[src/rtl/move_gen_pkg.sv]
// Shared types and constants for the move-generation sequencer.
package move_gen_pkg;

    typedef enum logic [2:0] {
        IDLE = 3'd0,
        SCAN = 3'd1,
        REQ  = 3'd2,
        EMIT = 3'd3,
        DONE = 3'd4
    } seqState_t;

    localparam int PIECE_CNT = 16;

    localparam logic [3:0] P1 = 4'd15;
    localparam logic [3:0] P2 = 4'd14;
    localparam logic [3:0] P3 = 4'd13;
    localparam logic [3:0] P4 = 4'd12;
    localparam logic [3:0] P5 = 4'd11;
    localparam logic [3:0] P6 = 4'd10;
    localparam logic [3:0] P7 = 4'd9;
    localparam logic [3:0] P8 = 4'd8;
    localparam logic [3:0] R1 = 4'd7;
    localparam logic [3:0] R2 = 4'd6;
    localparam logic [3:0] N1 = 4'd5;
    localparam logic [3:0] N2 = 4'd4;
    localparam logic [3:0] B1 = 4'd3;
    localparam logic [3:0] B2 = 4'd2;
    localparam logic [3:0] Q1 = 4'd1;
    localparam logic [3:0] K1 = 4'd0;

    localparam logic WHITE = 1'b1;
    localparam logic BLACK = 1'b0;

    // 6-bit location field of piece idx: [2:0] = row, [5:3] = col.
    function automatic logic [5:0] pieceField(input logic [95:0] vec, input logic [3:0] idx);
        return vec[int'(idx) * 6 +: 6];
    endfunction

endpackage

[src/rtl/piece_prio_enc.sv]
// Highest-set-bit encoder over the 16-entry pending piece mask.
module piece_prio_enc (
    input  logic [15:0] mask,
    output logic        found,
    output logic [3:0]  index
);

    always_comb begin
        found = 1'b0;
        index = 4'd0;
        for (int i = 0; i < 16; i++) begin
            if (mask[i]) begin
                found = 1'b1;
                index = 4'(i);
            end
        end
    end

endmodule

[src/rtl/move_gen_sequencer.sv]
// Walks the alive pieces of the side to move (15 down to 0), requests move generation per piece
// and streams per-piece counts plus a saturating total. Optional feature: MOVE_SEQ_TIMEOUT_EN.
module move_gen_sequencer
    import move_gen_pkg::*;
#(
    parameter int CNT_W = 5,
    parameter int TOT_W = 8
`ifdef MOVE_SEQ_TIMEOUT_EN
    ,
    parameter int TIMEOUT = 64
`endif
) (
    input  logic             clock,
    input  logic             reset,
    input  logic             start,
    input  logic             player,
    input  logic [95:0]      locationVectorWhite,
    input  logic [95:0]      locationVectorBlack,
    input  logic [15:0]      aliveVectorWhite,
    input  logic [15:0]      aliveVectorBlack,
    output logic             gen_req,
    output logic [3:0]       gen_piece,
    output logic [2:0]       gen_row,
    output logic [2:0]       gen_col,
    output logic             gen_player,
    input  logic             gen_ack,
    input  logic [CNT_W-1:0] gen_count,
    output logic             out_valid,
    input  logic             out_ready,
    output logic [3:0]       out_piece,
    output logic [CNT_W-1:0] out_count,
    output logic             busy,
    output logic             done,
    output logic [TOT_W-1:0] total_moves
`ifdef MOVE_SEQ_TIMEOUT_EN
    ,
    output logic             timeout_err
`endif
);

    localparam int SUM_W = TOT_W + 1;

    seqState_t     state;
    seqState_t     nextState;
    logic [95:0]   snapLoc;
    logic [15:0]   pendMask;
    logic          encFound;
    logic [3:0]    encIdx;
    logic [5:0]    encField;
    logic          tmoExpired;

    function automatic logic [TOT_W-1:0] satAdd(input logic [TOT_W-1:0] acc,
                                                input logic [CNT_W-1:0] inc);
        logic [SUM_W-1:0] sum;
        sum = {1'b0, acc} + SUM_W'(inc);
        return sum[TOT_W] ? {TOT_W{1'b1}} : sum[TOT_W-1:0];
    endfunction

    piece_prio_enc prioEnc (
        .mask  (pendMask),
        .found (encFound),
        .index (encIdx)
    );

    assign encField = pieceField(snapLoc, encIdx);

`ifdef MOVE_SEQ_TIMEOUT_EN
    localparam int TMO_W = $clog2(TIMEOUT) + 1;
    logic [TMO_W-1:0] tmoCnt;

    assign tmoExpired = (tmoCnt == TMO_W'(TIMEOUT - 1));

    always_ff @(posedge clock or negedge reset) begin
        if (!reset) begin
            tmoCnt      <= '0;
            timeout_err <= 1'b0;
        end else begin
            if (state == IDLE && start) begin
                timeout_err <= 1'b0;
            end
            if (state == SCAN) begin
                tmoCnt <= '0;
            end else if (state == REQ && !gen_ack) begin
                tmoCnt <= tmoCnt + 1'b1;
                if (tmoExpired) begin
                    timeout_err <= 1'b1;
                end
            end
        end
    end
`else
    assign tmoExpired = 1'b0;
`endif

    always_ff @(posedge clock or negedge reset) begin
        if (!reset) begin
            state <= IDLE;
        end else begin
            state <= nextState;
        end
    end

    always_comb begin
        nextState = state;
        case (state)
            IDLE:    if (start) nextState = SCAN;
            SCAN:    nextState = encFound ? REQ : DONE;
            REQ:     if (gen_ack || tmoExpired) nextState = EMIT;
            EMIT:    if (out_ready) nextState = SCAN;
            DONE:    nextState = IDLE;
            default: nextState = IDLE;
        endcase
    end

    assign gen_req   = (state == REQ);
    assign out_valid = (state == EMIT);
    assign busy      = (state == SCAN) || (state == REQ) || (state == EMIT);
    assign done      = (state == DONE);

    // Snapshot, per-piece request fields and result capture
    always_ff @(posedge clock or negedge reset) begin
        if (!reset) begin
            snapLoc     <= '0;
            pendMask    <= '0;
            gen_player  <= 1'b0;
            gen_piece   <= '0;
            gen_row     <= '0;
            gen_col     <= '0;
            out_piece   <= '0;
            out_count   <= '0;
            total_moves <= '0;
        end else begin
            case (state)
                IDLE: begin
                    if (start) begin
                        gen_player  <= player;
                        snapLoc     <= (player == WHITE) ? locationVectorWhite : locationVectorBlack;
                        pendMask    <= (player == WHITE) ? aliveVectorWhite : aliveVectorBlack;
                        total_moves <= '0;
                    end
                end
                SCAN: begin
                    if (encFound) begin
                        pendMask[encIdx] <= 1'b0;
                        gen_piece        <= encIdx;
                        gen_row          <= encField[2:0];
                        gen_col          <= encField[5:3];
                    end
                end
                REQ: begin
                    if (gen_ack) begin
                        out_piece   <= gen_piece;
                        out_count   <= gen_count;
                        total_moves <= satAdd(total_moves, gen_count);
                    end else if (tmoExpired) begin
                        out_piece <= gen_piece;
                        out_count <= '0;
                    end
                end
                default: ;
            endcase
        end
    end

endmodule

[config.mk]
export PLATFORM = sky130hd
export DESIGN_NAME = move_gen_sequencer
export DESIGN_NICKNAME = d
export VERILOG_FILES = /design/src/rtl/move_gen_pkg.sv /design/src/rtl/piece_prio_enc.sv /design/src/rtl/move_gen_sequencer.sv
export SDC_FILE = /design/constraint.sdc
export NUM_CORES = 1
export LEC_CHECK = 0
export ABC_CLOCK_PERIOD_IN_PS = 2950
export CORE_ASPECT_RATIO = 0.9
export CORE_MARGIN = 2
export CORE_UTILIZATION = 45
export CTS_CLUSTER_DIAMETER = 120
export DETAILED_ROUTE_END_ITERATION = 16
export PLACE_DENSITY = 0.88
export SLEW_MARGIN = 20
export SYNTH_ARGS = -nofsm -noshare
export SYNTH_HDL_FRONTEND = slang
export SYNTH_SLANG_ARGS = --single-unit
[constraint.sdc]
create_clock -name clock -period 2.95 [get_ports clock]
set_input_delay 0.59 -clock clock [delete_from_list [all_inputs] [get_ports clock]]
set_output_delay 0.59 -clock clock [all_outputs]
set_load 0.02 [all_outputs]
==> results of run 1 <==
path summary, 6_finish.rpt:
path | startpoint | end | slack [ns] | depth (start not counted)
worst max-delay path | pendMask[7] | gen_row[1] | 0.35 | 8
worst min-delay path | reset | snapLoc[49] | 0.06 | 1
worst max register to register | pendMask[7] | gen_row[1] | 0.35 | 8
worst min register to register | snapLoc[87] | snapLoc[87] | 0.48 | 2
max in group asynchronous | reset | snapLoc[81] | 2.16 | 2
min in group clock | snapLoc[87] | snapLoc[87] | 0.48 | 2
area by class of cell:
class	instances	area, um^2	share of cell area [%]
clock buffers	20	446.7	3.970
clock inverters	12	136.4	1.212
inverters	11	41.29	0.3670
multi-input cells	596	3915	34.79
flip-flops and latches	143	3578	31.80
well taps	211	264.0	2.346
repair buffers	285	2870	25.51
cell families (layout without fill, tap and decap cells):
family	count (synthesis)	after routing	synth area share [%]
AO/OA/AOI/OAI	231	231	18.24
AND/OR/NAND/NOR	215	215	11.98
multiplexers	142	142	18.53
buffers and inverters	70	328	3.986
XOR/XNOR	2	2	0.2251
adder cells (fa/ha/maj)	6	6	1.061
flip-flops	143	143	45.97
power by group:
| group | internal [mW] | switching (mW) |
|---|---|---|
| Clock | 1.27 | 0.858 |
| Combinational | 2.29 | 3.05 |
| Sequential | 2.85 | 0.660 |
| Total | 6.41 | 4.56 |
layer usage:
| metal | up-vias | share of wire (%) | wire [um] |
|---|---|---|---|
| met5 | - | 0 | 0 |
| li1 | 3389 | - | - |
| met1 | 3348 | 41 | 9655 |
| met4 | 0 | 1.6 | 369 |
| met2 | 331 | 48 | 11310 |
| met3 | 28 | 8.6 | 2011 |
flip-flops by register name, indices dropped and copies added (netlist names):
register / cells
out_piece: 4
gen_player: 1
gen_piece: 4
gen_col: 3
pendMask: 16
gen_row: 3
out_count: 5
total_moves: 8
state: 3
snapLoc: 96
cell usage after synthesis, types with 3 or more instances:
library cell / count / area, um^2
buf_4: 3 / 22.52
and2_1: 3 / 18.77
a32oi_1: 4 / 35.03
mux2i_1: 128 / 1281
nor2b_1: 8 / 50.05
buf_6: 4 / 45.04
or3_1: 8 / 50.05
dfrtp_1: 143 / 3578
inv_1: 10 / 37.54
a21oi_1: 41 / 205.2
buf_2: 5 / 25.02
nor2_1: 37 / 138.9
a31oi_1: 7 / 43.79
o21ai_2: 3 / 26.28
clkbuf_1: 45 / 168.9
nor4_1: 4 / 25.02
mux2_2: 13 / 146.4
o311ai_0: 4 / 35.03
nand2_1: 134 / 503.0
o21ai_0: 120 / 600.6
ha_1: 5 / 62.56
nand3_1: 6 / 30.03
o211ai_1: 15 / 112.6
stage by stage:
stage | std cells | area [um^2] | power, mW | utilization, % | hold slack, ns
floorplan | 809 | 7784 | 6.808 | - | 0.2944
global placement | 1246 | 10670 | 8.579 | 63.16 | 0.4594
detailed placement | 1246 | 10670 | 8.763 | 63.16 | 0.4708
CTS | 1278 | 11250 | 10.94 | 66.61 | 0.06210
global route | 1278 | 11250 | 11.66 | 66.61 | 0.07783
finish | 1278 | 11250 | 10.97 | 66.61 | 0.06029
==> results_dict.tcl, run 1 <==
set metrics [dict create \
    worstSetupPathType "reg -> reg" \
    max_slew_margin_pct 51.15 \
    drt-total-wl_mm 23.35 \
    cts_root_buffer "clkbuf_16" \
    detail-route-antenna-nets 0 \
    final_common_cell "clkdlybuf4s50_1" \
    critical_path_buf_inv_count 1 \
    synth-edff-count 0 \
    globalplace.congestion 0.8891 \
    vias_per_cell 5.552 \
    hold_path_class "in -> async" \
    ys_seq_elements 143 \
    die_x_um 142.6 \
    grt_pass1_vias 7067 \
    syn_inst 809 \
    drt-pass1-iter-count 5 \
    vias 7096 \
    rsz0062_at_grt "no" \
    die_y_um 128.8 \
    overflow 0 \
    num-fill-cells 1292 \
    path_clk_slew_ns 0.06 \
    use_met1_pct 34.80 \
    clock_skew_ns 0.006873 \
    post_cts_buffers 0 \
    end_kind "flop" \
    worst_slack_ns 0.3472 \
    grt_use_met3_pct 5.657 \
    cts_buffers 17 \
    peakVddDrop_uv 758.5 \
    core_um2 16890 \
    post_drt_wl_per_cell_um 18.27 \
    slowest_delay_ns 0.42 \
    post-route-period-util_pct 88.23 \
    die_area_um2 18370 \
    cp_slowest_cell "dfrtp_1" \
    syn_area_um2 7784 \
    cts_buffer_depth 2 \
    finalHoldViolCount 0 \
    grt_max_degree 116 \
    leakagePower_nw 4.955 \
    mostFrequentLayoutCells "264 x clkdlybuf4s50_1, 143 x dfrtp_1, 134 x nand2_1" \
    post-dp-hpwl_mm 17.53 \
    antenna_cells 0 \
    tightest_slew_ns 0.7261 \
    clock.fmax_mhz 384.2 \
    start_util_pct 46.08 \
    status "complete, no violations" \
    required_ns 3.26 \
    antenna_found_initial 0 \
    cts.hold.buffers_added 0 \
    p_per_area_nw_per_um2 975.2 \
    start_kind "flop" \
    numPortBuffers 266 \
    top_usage_layer "met2" \
    preCtsSetupSlack_ns 0.04733 \
    cts_tree "yes" \
    synth_area_per_cell_um2 9.621 \
    cp_top_family "compound AO/OA/AOI/OAI gates" \
    io-pin-count 267 \
    synth_nets 1050 \
    clk_latency_ns 0.42 \
    track_usage_pct 25.84 \
    drc_errors 0 \
    cp_max_fo 26 \
    cts_resized 0 \
    finalSetupTns_ns 0 \
    maxSlewViolCount 0 \
    ys_async_sr_fraction_pct 100.0 \
    nets 1295 \
    fp-row-count 45 \
    area_growth_pct 44.56 \
    grt_util_met2_pct 42.82 \
    worstPathCellList "nor4_2 > o21ai_2 > o211ai_4 > buf_4 > mux2i_1 > o311ai_0 > a211o_1 > o32a_1" \
    grt_first_pass_wirelength_mm 36.80 \
    final-setup-viol-count 0 \
    ys_seq_area_share_pct 45.97 \
    yosysUniqueCellTypes 66 \
    min_period_ns 2.603 \
    synth_warnings 0 \
    cts_max_level 4 \
    crit_arrival_ns 2.91 \
    synth_flop_cell "dfrtp_1" \
    first_iter_violations 686 \
    drv_cap 0 \
    cts.sinks 143 \
    drive_above_1_share_pct 7.685 \
]
No activity file was read; power rests on OpenSTA's default activity.
==> inputs of run 2 (changes only) <==
--- a/config.mk
+++ b/config.mk
@@ -5,6 +5,7 @@
 export SDC_FILE = /design/constraint.sdc
 export NUM_CORES = 1
 export LEC_CHECK = 0
+export ABC_AREA = 1
 export ABC_CLOCK_PERIOD_IN_PS = 2950
 export CORE_ASPECT_RATIO = 0.9
 export CORE_MARGIN = 2
==> results_dict.tcl, run 2 <==
set metrics [dict create \
    status "complete, no violations" \
    fp-row-count 46 \
    max_slew_margin_pct 58.39 \
    top_regs "snapLoc x96, pendMask x16, total_moves x8" \
    cts.sinks 143 \
    synth_top_area_share_pct 44.02 \
    synth_flop_cell "dfrtp_1" \
    ys_async_sr_fraction_pct 100.0 \
    final-setup-viol-count 0 \
    syn_area_um2 8129 \
    post-dp-hpwl_mm 18.37 \
    final_common_cell "clkdlybuf4s50_1" \
    ys_seq_area_share_pct 44.02 \
    synth-edff-count 0 \
    drt-total-wl_mm 25.53 \
    rsz0062_at_grt "no" \
    finalSetupTns_ns 0 \
    die_y_um 131.5 \
    finalHoldViolCount 0 \
    start_kind "flop" \
    maxSlewViolCount 0 \
    worst_hold_slack_ns 0.1099 \
    clk_latency_ns 0.42 \
    die_area_um2 19160 \
    cts_buffers 17 \
    regMostFlops "snapLoc" \
    numPortBuffers 266 \
    hold_path_class "in -> async" \
    p_per_area_nw_per_um2 1043 \
    post-route-period-util_pct 88.52 \
    clock_skew_ns 0.01035 \
    drv_cap 0 \
    ys_seq_elements 143 \
    post_drt_wl_per_cell_um 16.56 \
    track_usage_pct 26.90 \
    overflow 0 \
    drive_above_1_share_pct 5.607 \
    peakVddDrop_uv 568.3 \
    synth_warnings 0 \
    postLayoutCellArea_um2 11470 \
    cts_root_buffer "clkbuf_16" \
    grt_pass1_vias 8367 \
    worstSetupPathType "reg -> reg" \
    antenna_cells 0 \
    globalplace.congestion 0.8524 \
    crit_arrival_ns 2.93 \
    mostFrequentLayoutCells "264 x clkdlybuf4s50_1, 226 x nor2_1, 223 x nand2_1" \
    first_iter_violations 672 \
    synth_most_common_cell "nor2_1" \
    syn_inst 1056 \
    cts_max_level 4 \
    core_um2 17670 \
    leakagePower_nw 5.163 \
    synth_nets 1297 \
    largest_register_ffs 96 \
    grt_max_degree 98 \
    nets 1530 \
    cts_buffer_depth 2 \
    yosysUniqueCellTypes 37 \
    antenna_found_initial 0 \
    synth_area_per_cell_um2 7.698 \
    vias_per_cell 5.391 \
    vias 8313 \
    path_clk_slew_ns 0.06 \
    cp_max_fo 82 \
    ys_top_cells_by_area "dfrtp_1 44%, nor2_1 10%, nand2_1 10%" \
    clock.fmax_mhz 382.9 \
    area_growth_pct 41.10 \
    end_kind "flop" \
    synth.top_cells.by_count "226 x nor2_1, 223 x nand2_1, 143 x dfrtp_1" \
    start_util_pct 46.01 \
    cts_tree "yes" \
    drt-pass1-iter-count 7 \
    min_period_ns 2.611 \
    die_x_um 145.7 \
    drc_errors 0 \
    required_ns 3.27 \
    dpl_cell_area_um2 10890 \
    grt_first_pass_wirelength_mm 41.34 \
    yosysTopAreaCell "dfrtp_1" \
    tightest_slew_ns 0.6234 \
    detail-route-antenna-nets 0 \
    io-pin-count 267 \
    cts.hold.buffers_added 0 \
]
-- run 2: metal layers --
layer,wire (um),GRT usage (%)
met5,0,0
met4,566,9.532
met3,1862,5.729
met2,12540,45.78
met1,10570,33.84
-- run 2: path summary, 6_finish.rpt --
| kind | to | cells after the start | start | slack, ns |
|---|---|---|---|---|
| max reg2reg | snapLoc[29] | 14 | pendMask[15] | 0.34 |
| min reg2reg | out_count[3] | 2 | out_count[3] | 0.47 |
| min in group clock | out_count[3] | 2 | out_count[3] | 0.47 |
| max in group asynchronous | snapLoc[32] | 2 | reset | 2.04 |
| max | snapLoc[29] | 14 | pendMask[15] | 0.34 |
| min | snapLoc[18] | 1 | reset | 0.11 |
-- run 2: logic make-up (layout without fill, tap and decap cells) --
kind of cell,count (synthesis),in the layout,share of synthesized area [%]
multiplexers,16,16,1.970
adder cells (fa/ha/maj),6,6,1.016
buffers and inverters,132,378,8.050
XOR/XNOR,1,1,0.1078
AND/OR/NAND/NOR,605,605,31.88
AO/OA/AOI/OAI,153,153,12.96
flip-flops,143,143,44.02
-- run 2: critical path, stage by stage, from the launching register on --
cell and delay [ns]:
dfrtp_1 0.41, inv_2 0.08, nand2_2 0.08, nor3_2 0.18, inv_2 0.14, nor2_4 0.15
inv_2 0.08, nor2_8 0.14, nand2_2 0.09, o21ai_2 0.20, nor2_1 0.09, bufinv_16 0.41
buf_12 0.25, nand2_1 0.10, o31ai_1 0.09
-- run 2: per-stage QoR --
stage / setup slack, ns / power [mW] / instances / util, %
2_1_floorplan: 0.8811 / 7.920 / 1056 / -
3_3_place_gp: 0.2453 / 9.608 / 1510 / 61.63
3_5_place_dp: 0.1949 / 9.807 / 1510 / 61.63
4_1_cts: 0.1943 / 11.91 / 1542 / 64.76
5_1_grt: 0.07295 / 12.86 / 1542 / 64.91
6_report: 0.3385 / 11.96 / 1542 / 64.91
-- run 2: area by class of cell --
cell class	count	area (um^2)
fillers	1454	6200
multi-input cells	781	3910
repair buffers	286	2874
clock inverters	9	86.33
flip-flops and latches	143	3578
well taps	240	300.3
inverters	60	252.7
clock buffers	23	467.9
-- run 2: power breakdown --
part / total, mW / internal [mW] / leakage, nW / switching (mW)
registers: 3.61 / 2.97 / 1.76 / 0.637
clock network: 2.02 / 1.20 / 0.255 / 0.820
logic: 6.33 / 2.40 / 3.15 / 3.93
total: 12.0 / 6.57 / 5.16 / 5.39
-- run 2: repair_timing --
item,CTS,global route
resized for setup,0,4
setup buffers,0,0
setup endpoints to repair,0,68
